$ cat config.mk
export PLATFORM = sky130hd
export DESIGN_NAME = mv_operand_loader_flat
export DESIGN_NICKNAME = d
export VERILOG_FILES = /design/src/rtl/mv_operand_loader_if.sv /design/src/rtl/mv_operand_loader.sv /design/src/flat_wrapper.sv
export SDC_FILE = /design/constraint.sdc
export NUM_CORES = 1
export LEC_CHECK = 0
export CAP_MARGIN = 20
export CORE_MARGIN = 2
export CORE_UTILIZATION = 53
export CTS_CLUSTER_DIAMETER = 30
export DETAILED_ROUTE_END_ITERATION = 7
export PLACE_DENSITY = 0.77
export SKIP_LAST_GASP = 1
export SLEW_MARGIN = 30
export SYNTH_ARGS = -nofsm -noshare
export SYNTH_HDL_FRONTEND = slang
export SYNTH_SLANG_ARGS = --single-unit
$ cat constraint.sdc
create_clock -name clk -period 4.48 [get_ports clk]
set_input_delay 0.448 -clock clk [delete_from_list [all_inputs] [get_ports clk]]
set_output_delay 0.448 -clock clk [all_outputs]
set_load 0.02 [all_outputs]
$ cat src/rtl/mv_operand_loader_if.sv
// Byte-stream handshake carrying operands into the matrix-vector operand loader.
// The master drives data/valid/last; the slave (loader) returns ready.
interface mv_operand_loader_if #(
  parameter int DATA_W = 8
);
  logic [DATA_W-1:0] in_data;
  logic              in_valid;
  logic              in_last;
  logic              in_ready;

  modport master (
    output in_data,
    output in_valid,
    output in_last,
    input  in_ready
  );

  modport slave (
    input  in_data,
    input  in_valid,
    input  in_last,
    output in_ready
  );
endinterface

$ cat src/rtl/mv_operand_loader.sv
// Serial-to-parallel operand loader for the 3x3 matrix-vector multiplier.
// Stages 11 bytes in shadow registers and commits all 12 operands (the 12th
// straight from the bus) in a single edge, so downstream never sees a mix of
// old and new operands. Frames of the wrong length raise a sticky error.
//
//   state    | meaning
//   ---------+---------------------------------------------------------------
//   S_LOAD   | accepting beats of a frame into shadow[idx]
//   S_COMMIT | one-cycle bubble after commit; op_valid high, in_ready low
//   S_DRAIN  | long frame detected; discarding beats up to and incl. in_last
module mv_operand_loader #(
  parameter int DATA_W = 8
) (
  input  logic              clk,
  input  logic              rst,
  mv_operand_loader_if.slave stream,
  input  logic              err_clr,
  output logic [DATA_W-1:0] matrix00,
  output logic [DATA_W-1:0] matrix01,
  output logic [DATA_W-1:0] matrix02,
  output logic [DATA_W-1:0] matrix10,
  output logic [DATA_W-1:0] matrix11,
  output logic [DATA_W-1:0] matrix12,
  output logic [DATA_W-1:0] matrix20,
  output logic [DATA_W-1:0] matrix21,
  output logic [DATA_W-1:0] matrix22,
  output logic [DATA_W-1:0] vector_0,
  output logic [DATA_W-1:0] vector_1,
  output logic [DATA_W-1:0] vector_2,
  output logic              op_valid,
  output logic              frame_err,
  output logic [15:0]       frame_cnt
);

  typedef enum logic [1:0] {
    S_LOAD   = 2'd0,
    S_COMMIT = 2'd1,
    S_DRAIN  = 2'd2
  } state_t;

  localparam logic [3:0] LAST_IDX = 4'd11;

  state_t            state;
  state_t            state_nxt;
  logic [3:0]        idx;
  logic [DATA_W-1:0] shadow [0:10];
  logic [DATA_W-1:0] ops    [0:11];

  logic ready;
  logic beat;
  logic at_end;
  logic shadow_wr;
  logic idx_inc;
  logic idx_clr;
  logic commit;
  logic err_set;

  // Ready depends only on state and reset, keeping in_valid out of the ready path.
  assign ready           = !rst && (state != S_COMMIT);
  assign stream.in_ready = ready;
  assign beat            = stream.in_valid && ready;
  assign at_end          = (idx == LAST_IDX);

  // State register.
  always_ff @(posedge clk) begin
    if (rst) begin
      state <= S_LOAD;
    end else begin
      state <= state_nxt;
    end
  end

  // Next-state decode.
  always_comb begin
    state_nxt = state;
    case (state)
      S_LOAD: begin
        if (beat && at_end) begin
          state_nxt = stream.in_last ? S_COMMIT : S_DRAIN;
        end
      end
      S_COMMIT: state_nxt = S_LOAD;
      S_DRAIN: begin
        if (beat && stream.in_last) begin
          state_nxt = S_LOAD;
        end
      end
      default: state_nxt = S_LOAD;
    endcase
  end

  // Output and datapath-strobe decode.
  always_comb begin
    op_valid  = 1'b0;
    shadow_wr = 1'b0;
    idx_inc   = 1'b0;
    idx_clr   = 1'b0;
    commit    = 1'b0;
    err_set   = 1'b0;
    case (state)
      S_LOAD: begin
        if (beat) begin
          if (!at_end) begin
            if (stream.in_last) begin
              // Short frame: drop it, shadow contents left as-is.
              err_set = 1'b1;
              idx_clr = 1'b1;
            end else begin
              shadow_wr = 1'b1;
              idx_inc   = 1'b1;
            end
          end else begin
            idx_clr = 1'b1;
            if (stream.in_last) begin
              commit = 1'b1;
            end else begin
              err_set = 1'b1;
            end
          end
        end
      end
      S_COMMIT: op_valid = 1'b1;
      S_DRAIN:  ;
      default:  ;
    endcase
  end

  // Beat index: advances per staged beat, returns to 0 on frame end or error.
  always_ff @(posedge clk) begin
    if (rst) begin
      idx <= '0;
    end else if (idx_clr) begin
      idx <= '0;
    end else if (idx_inc) begin
      idx <= idx + 4'd1;
    end
  end

  // Shadow registers for beats 0..10.
  always_ff @(posedge clk) begin
    if (rst) begin
      for (int i = 0; i < 11; i++) begin
        shadow[i] <= '0;
      end
    end else if (shadow_wr) begin
      shadow[idx] <= stream.in_data;
    end
  end

  // Committed operands: all twelve update together, v2 taken from the bus.
  always_ff @(posedge clk) begin
    if (rst) begin
      for (int i = 0; i < 12; i++) begin
        ops[i] <= '0;
      end
    end else if (commit) begin
      for (int i = 0; i < 11; i++) begin
        ops[i] <= shadow[i];
      end
      ops[11] <= stream.in_data;
    end
  end

  // Committed-frame counter, wraps naturally at 16 bits.
  always_ff @(posedge clk) begin
    if (rst) begin
      frame_cnt <= '0;
    end else if (commit) begin
      frame_cnt <= frame_cnt + 16'd1;
    end
  end

  // Sticky framing error; a new error on the clear edge wins.
  always_ff @(posedge clk) begin
    if (rst) begin
      frame_err <= 1'b0;
    end else if (err_set) begin
      frame_err <= 1'b1;
    end else if (err_clr) begin
      frame_err <= 1'b0;
    end
  end

  assign matrix00 = ops[0];
  assign matrix01 = ops[1];
  assign matrix02 = ops[2];
  assign matrix10 = ops[3];
  assign matrix11 = ops[4];
  assign matrix12 = ops[5];
  assign matrix20 = ops[6];
  assign matrix21 = ops[7];
  assign matrix22 = ops[8];
  assign vector_0 = ops[9];
  assign vector_1 = ops[10];
  assign vector_2 = ops[11];

endmodule

$ cat src/flat_wrapper.sv
// flat-port wrapper written by rule: the top's interface ports become plain ports
module mv_operand_loader_flat 
#(
  parameter int DATA_W = 8
)
  (clk, rst, err_clr, matrix00, matrix01, matrix02, matrix10, matrix11, matrix12, matrix20, matrix21, matrix22, vector_0, vector_1, vector_2, op_valid, frame_err, frame_cnt, stream_in_data, stream_in_valid, stream_in_last, stream_in_ready);
  mv_operand_loader_if #(.DATA_W(DATA_W)) stream_i ();
  input  logic clk;
  input  logic rst;
  input  logic err_clr;
  output logic [DATA_W-1:0] matrix00;
  output logic [DATA_W-1:0] matrix01;
  output logic [DATA_W-1:0] matrix02;
  output logic [DATA_W-1:0] matrix10;
  output logic [DATA_W-1:0] matrix11;
  output logic [DATA_W-1:0] matrix12;
  output logic [DATA_W-1:0] matrix20;
  output logic [DATA_W-1:0] matrix21;
  output logic [DATA_W-1:0] matrix22;
  output logic [DATA_W-1:0] vector_0;
  output logic [DATA_W-1:0] vector_1;
  output logic [DATA_W-1:0] vector_2;
  output logic op_valid;
  output logic frame_err;
  output logic [15:0] frame_cnt;
  input wire logic [$bits(stream_i.in_data)-1:0] stream_in_data;
  input wire logic [$bits(stream_i.in_valid)-1:0] stream_in_valid;
  input wire logic [$bits(stream_i.in_last)-1:0] stream_in_last;
  output wire logic [$bits(stream_i.in_ready)-1:0] stream_in_ready;
  assign stream_i.in_data = stream_in_data;
  assign stream_i.in_valid = stream_in_valid;
  assign stream_i.in_last = stream_in_last;
  assign stream_in_ready = stream_i.in_ready;
  mv_operand_loader #(.DATA_W(DATA_W)) u_core (.clk(clk), .rst(rst), .stream(stream_i), .err_clr(err_clr), .matrix00(matrix00), .matrix01(matrix01), .matrix02(matrix02), .matrix10(matrix10), .matrix11(matrix11), .matrix12(matrix12), .matrix20(matrix20), .matrix21(matrix21), .matrix22(matrix22), .vector_0(vector_0), .vector_1(vector_1), .vector_2(vector_2), .op_valid(op_valid), .frame_err(frame_err), .frame_cnt(frame_cnt));
endmodule
==> results.sh, run 1 <==
export IMPL_fin_nets=719
export IMPL_yosys_warnings=0
export IMPL_rows=44
export IMPL_core_region_area_um2=14500
export IMPL_synth_compound_area_share_pct=1.67
export IMPL_synth_top_family_by_area="simple AND/OR/NAND/NOR gates"
export IMPL_rsz0062_at_grt="false"
export IMPL_cts_resized=0
export IMPL_die_w_um=126
export IMPL_grt_pass1_vias=4961
export IMPL_max_cap_viol_count=0
export IMPL_holdPathStages=2
export IMPL_tightest_slew_ns=0.767
export IMPL_drtIter0Drc=614
export IMPL_grt_start_max_net_pins=91
export IMPL_place_congestion=0.773
export IMPL_drcViolationCount=0
export IMPL_p_comb_share_pct=4.1
export IMPL_mostFrequentLayoutCell="edfxtp_1"
export IMPL_fin_crit_ns=3.01
export IMPL_place_ws_ns=1.38
export IMPL_clock_sinks=207
export IMPL_p_sw_w=0.000999
export IMPL_clock_latency_ns=0.48
export IMPL_clkTransAtPathRegs_ns=0.05
export IMPL_post_cts_buffers=0
export IMPL_r2r_start="u_core.idx[1]"
export IMPL_dp_cells=850
export IMPL_layout_cells_most_common_list="edfxtp_1, clkdlybuf4s50_1, and3_1"
export IMPL_reg2reg_depth=10
export IMPL_ys_flop_type="edfxtp_1"
export IMPL_area_growth_syn_to_layout_pct=32.8
export IMPL_avgViaCountPerCell=5.50
export IMPL_p_clk_share_pct=52.7
export IMPL_syn_num_nets=582
export IMPL_synthArstFlopShare_pct=0
export IMPL_start_util_pct=54.3
export IMPL_power_frac_seq_pct=43.2
export IMPL_power_w=0.00501
export IMPL_maxSlewHeadroom_pct=48.8
export IMPL_synthXorXnorAreaFrac_pct=1.00
export IMPL_dr_pass1_iters=5
export IMPL_synth_cell_type_count=37
export IMPL_power_leakage_nw=4.11
export IMPL_cp_arrival_ns=3.37
export IMPL_n_fill_cell=938
export IMPL_synth_edf_count=176
export IMPL_synth_seq_area_share_pct=74.9
export IMPL_ys_top_cells_by_area="edfxtp_1, dfxtp_1, and3_1"
export IMPL_switching_share_pct=19.9
export IMPL_worstPathRequired_ns=4.84
export IMPL_stdcell_count=911
export IMPL_r2r_end="u_core.frame_cnt[13]"
export IMPL_post_drt_wl_per_cell_um=18.0
export IMPL_cp_start_kind="flip-flop"
export IMPL_drt_wl_total_um=16400
export IMPL_synthCells=565
export IMPL_fin_setup_tns_ns=0
export IMPL_critical_path_class="reg2reg"
export IMPL_h_tree_depth=2
export IMPL_status="complete, no violations"
export IMPL_hold_start="rst"
export IMPL_cts_tree="yes"
export IMPL_synthSimpleGateAreaFrac_pct=19.0
export IMPL_worstHoldEndpoint="u_core.idx[2]"
export IMPL_cts_made_buffers=34
export IMPL_hold_viol=0
export IMPL_ant_nets=0
export IMPL_setup_violations=0
export IMPL_drive_gt1_share_pct=10.6
export IMPL_muxShareOfSynthArea_pct=0.413
export IMPL_hpwl_um=9990
export IMPL_grt_ovfl_total=0
export IMPL_slew_viol_final=0
export IMPL_io_buffers=127
export IMPL_end_kind="flip-flop"
export IMPL_ys_ff_latch=207
export IMPL_setup_ws_ns=1.47
export IMPL_grt_pass1_wl_um=26100
export IMPL_r2r_slack_ns=1.47
export IMPL_yosysTopAreaCell="edfxtp_1"
export IMPL_min_path_type="in2reg"
export IMPL_post_route_period_util_pct=67.3
export IMPL_io_pins=128
export IMPL_track_usage_pct=20.8
export IMPL_p_int_w=0.00401
export IMPL_vias=5010
export IMPL_powerDensity_nw_per_um2=479
export IMPL_antenna_cells=0
export IMPL_die_area_um2=15900
export IMPL_syn_area_per_cell_um2=14.0
export IMPL_syn_area_um2=7890
export IMPL_antenna_found_initial=0
export IMPL_yosysTopAreaCellShare_pct=67.0
export IMPL_clockBufferDepth=3
export IMPL_holdBufCountCts=0
export IMPL_crit_fanout=83
export IMPL_die_h_um=126
export IMPL_peakVddDrop_mv=0.254
export IMPL_clock_skew_ns=0.0151
export IMPL_synth_adder_area_share_pct=0.635
export IMPL_fmax_mhz=332
export IMPL_clock_root_buffer="clkbuf_16"
through the flow:
step | area (um2) | hold slack [ns] | util, %
floorplan | 7890 | 0.497 | -
global placement | 9290 | 0.477 | 63.9
detailed placement | 9290 | 0.489 | 63.9
CTS | 10500 | 0.311 | 72.0
global route | 10500 | 0.344 | 72.0
finish | 10500 | 0.331 | 72.0
cell usage after synthesis, types with 2 or more instances:
cell / count
a21oi_1: 5
and2_1: 11
and3_1: 85
buf_6: 3
clkbuf_1: 28
dfxtp_1: 31
edfxtp_1: 176
ha_1: 4
inv_1: 13
mux2_2: 2
nand2_1: 25
nand2_2: 7
nand2b_1: 10
nand3_1: 9
nand4_1: 7
nor2_1: 82
nor2b_1: 23
nor3_1: 2
nor3b_1: 2
nor4_1: 2
o21ai_0: 13
or2_2: 2
or3_1: 2
xnor2_1: 5
xor2_1: 4
layout make-up:
cell class | count | area (um2) | share of cell area (%)
Clock buffer | 43 | 947 | 9.05
Clock inverter | 18 | 236 | 2.26
Inverter | 13 | 48.8 | 0.466
Multi-Input combinational cell | 314 | 1800 | 17.2
Sequential cell | 207 | 5910 | 56.4
Tap cell | 184 | 230 | 2.20
Timing Repair Buffer | 132 | 1300 | 12.5
sequential cells by signal (all words and copies together), names as in the netlist:
name	flops
u_core.frame_cnt	16
u_core.frame_err	1
u_core.idx	4
u_core.ops	96
u_core.shadow	88
u_core.state	2
power groups by stage:
| stage | registers [W] | logic [W] | clock network [W] |
|---|---|---|---|
| after CTS | 0.00217 | 0.000207 | 0.00267 |
| after floorplan | 0.00225 | 0.0000619 | 0 |
| after global placement | 0.00220 | 0.000201 | 0 |
| final | 0.00217 | 0.000206 | 0.00264 |
| after global routing | 0.00217 | 0.000217 | 0.00277 |
| after detailed placement | 0.00220 | 0.000206 | 0 |
layer usage:
| layer | track usage (%) | share of wire (%) |
|---|---|---|
| met1 | 26.6 | 38 |
| met2 | 34.2 | 50 |
| met3 | 6.07 | 9.5 |
| met4 | 7.63 | 2.4 |
| met5 | 0 | 0 |
worst max-delay path, cell delays in order (launching register included):
cell and delay [ns]:
dfxtp_1 0.47, ha_1 0.23, nor2b_1 0.24, nand2_1 0.13
inv_1 0.09, ha_2 0.16, buf_4 0.47, nand4_1 0.34
nor2_1 0.32, nand3_1 0.15, mux2_2 0.28
how the worst max path moves through the flow:
| stage | start | to | slack [ns] | cells past startpoint |
|---|---|---|---|---|
| 2_1_floorplan | u_core.idx[1] | u_core.ops[0][0] | 1.29 | 8 |
| 3_3_place_gp | stream_in_valid | u_core.shadow[8][2] | 1.53 | 5 |
| 3_5_place_dp | stream_in_valid | u_core.shadow[6][0] | 1.38 | 6 |
| 4_1_cts | u_core.idx[1] | u_core.frame_cnt[13] | 1.50 | 10 |
| 5_1_grt | u_core.idx[1] | u_core.frame_cnt[12] | 1.22 | 10 |
| 6_report | u_core.idx[1] | u_core.frame_cnt[13] | 1.47 | 10 |
logic make-up (layout without fill, tap and decap cells):
family | Yosys count | count (layout)
buf+inv | 44 | 206
flops | 207 | 207
xor+xnor | 9 | 9
mux | 3 | 3
simple gates | 275 | 275
compound gates | 23 | 23
fa+ha+maj | 4 | 4
(Power assumes the default switching activity.)
==> run 2: changes to the inputs <==
==> constraint.sdc (replaced) <==
create_clock -name clk -period 2.8 [get_ports clk]
set_input_delay 0.28 -clock clk [delete_from_list [all_inputs] [get_ports clk]]
set_output_delay 0.28 -clock clk [all_outputs]
set_load 0.02 [all_outputs]
==> results.sh, run 2 (synthesized netlist as in run 1, its figures left out) <==
export IMPL_crit_top_cell="ha_1"
export IMPL_vias=5017
export IMPL_r2r_slack_ns=0.24
export IMPL_die_area_um2=15900
export IMPL_h_tree_depth=1
export IMPL_layout_cells_most_common_list="edfxtp_1, clkdlybuf4s50_1, and3_1"
export IMPL_slew_viol_final=0
export IMPL_min_path_type="in2reg"
export IMPL_antenna_cells=0
export IMPL_grt_util_met3_pct=3.95
export IMPL_grt_use_met1_pct=24.3
export IMPL_drcViolationCount=0
export IMPL_hold_start="rst"
export IMPL_io_pins=128
export IMPL_ant_nets=0
export IMPL_clock_skew_ns=0.0109
export IMPL_max_cap_viol_count=0
export IMPL_dr_pass1_iters=5
export IMPL_critPathTopFamily="simple AND/OR/NAND/NOR gates"
export IMPL_die_w_um=126
export IMPL_n_fill_cell=949
export IMPL_critical_path_class="reg2reg"
export IMPL_cts_made_buffers=31
export IMPL_io_buffers=127
export IMPL_r2r_start="u_core.idx[0]"
export IMPL_fin_crit_ns=2.56
export IMPL_area_growth_syn_to_layout_pct=31.7
export IMPL_peakVddDrop_mv=0.445
export IMPL_largest_reg_flops=96
export IMPL_r2r_end="u_core.shadow[7][2]"
export IMPL_tightest_slew_ns=0.598
export IMPL_hold_viol=0
export IMPL_regMostFlops="u_core.ops"
export IMPL_clock_root_buffer="clkbuf_16"
export IMPL_path_cells="ha_1 > nor2b_1 > nand2_1 > ha_1 > inv_1 > nor4_4 > and3_1 > or2_2"
export IMPL_drtIter0Drc=353
export IMPL_post_drt_wl_per_cell_um=17.5
export IMPL_core_region_area_um2=14500
export IMPL_grt_start_max_net_pins=81
export IMPL_fin_setup_tns_ns=0
export IMPL_cp_start_kind="flip-flop"
export IMPL_drt_wl_total_um=16000
export IMPL_grt_ovfl_total=0
export IMPL_clkTransAtPathRegs_ns=0.05
export IMPL_drive_gt1_share_pct=11.9
export IMPL_status="complete, no violations"
export IMPL_track_usage_pct=19.8
export IMPL_met2_usage_pct=35.1
export IMPL_die_h_um=126
export IMPL_mostFrequentLayoutCell="edfxtp_1"
export IMPL_start_util_pct=54.3
export IMPL_powerDensity_nw_per_um2=715
export IMPL_avgViaCountPerCell=5.48
export IMPL_crit_slowest_cell="dfxtp_1"
export IMPL_worstHoldEndpoint="u_core.frame_cnt[2]"
export IMPL_grt_most_used_layer="met2"
export IMPL_end_kind="flip-flop"
export IMPL_grt_pass1_vias=4921
export IMPL_maxSlewHeadroom_pct=60.1
export IMPL_power_w=0.00742
export IMPL_holdPathStages=5
export IMPL_reg_largest_list="u_core.ops: 96 flops, u_core.shadow: 88 flops, u_core.frame_cnt: 16 flops"
export IMPL_worstPathRequired_ns=3.04
export IMPL_fin_nets=726
export IMPL_antenna_found_initial=0
export IMPL_crit_fanout=9
export IMPL_power_leakage_nw=4.09
export IMPL_clock_sinks=207
export IMPL_holdBufCountCts=0
export IMPL_rows=44
export IMPL_grt_pass1_wl_um=24800
export IMPL_cts_tree="yes"
export IMPL_clock_latency_ns=0.53
export IMPL_cp_arrival_ns=2.81
export IMPL_rsz0062_at_grt="false"
export IMPL_post_cts_buffers=0
export IMPL_place_congestion=0.822
export IMPL_critPathMaxStageDelay_ns=0.45
export IMPL_fmax_mhz=391
export IMPL_setup_violations=0
export IMPL_critPathBufInv=1
export IMPL_post_route_period_util_pct=91.5
export IMPL_hpwl_um=10200
export IMPL_clockBufferDepth=3
export IMPL_reg2reg_depth=8
[run 2: stage by stage]
step | instance area [um2] | worst slack (ns) | std cells | util, % | hold WS [ns]
floorplan | 7890 | 0.0795 | 565 | - | 0.396
global placement | 9390 | 0.313 | 860 | 64.6 | 0.483
detailed placement | 9390 | 0.220 | 860 | 64.6 | 0.488
CTS | 10400 | 0.242 | 916 | 71.5 | 0.225
global route | 10400 | 0.0192 | 916 | 71.5 | 0.287
finish | 10400 | 0.239 | 916 | 71.5 | 0.241
[run 2: area by class of cell]
| type | count | area [um2] | area share [%] |
|---|---|---|---|
| clock inverter | 24 | 220 | 2.12 |
| sequential | 207 | 5910 | 56.9 |
| timing repair buffer | 142 | 1400 | 13.5 |
| clock buffer | 32 | 779 | 7.51 |
| tap | 184 | 230 | 2.22 |
| inverter | 13 | 48.8 | 0.470 |
| multi-input combinational | 314 | 1800 | 17.3 |
[run 2: worst max-delay path by stage]
stage / start / end / cells after the start
after floorplan: u_core.idx[1] / u_core.ops[0][0] / 8
after global placement: stream_in_valid / u_core.shadow[7][2] / 5
after detailed placement: stream_in_valid / u_core.shadow[7][3] / 5
after CTS: u_core.idx[1] / u_core.shadow[7][2] / 8
after global routing: u_core.idx[0] / u_core.shadow[7][2] / 8
final: u_core.idx[0] / u_core.shadow[7][2] / 8
[run 2: worst min-delay path, delay by kind of cell]
| kind | cells | cell delay (ns) |
|---|---|---|
| AND/OR/NAND/NOR | 3 | 0.25 |
| buffers and inverters | 1 | 0.14 |
| XOR/XNOR | 1 | 0.06 |
[run 2: routing by layer]
metal,share of wire (%),up-vias
li1,-,2330
met4,2.1,0
met3,7.7,33
met2,51,235
met1,39,2419
met5,0,-
[run 2: repair_timing]
item,in CTS,in global routing
hold endpoints to repair,0,0
resized for setup,0,1
endpoints found under the setup margin,0,9
[run 2: where the power goes]
group	internal [W]	total (W)	switching (W)
Sequential	0.00343	0.00346	0.0000288
Clock	0.00224	0.00362	0.00138
Combinational	0.000131	0.000340	0.000209
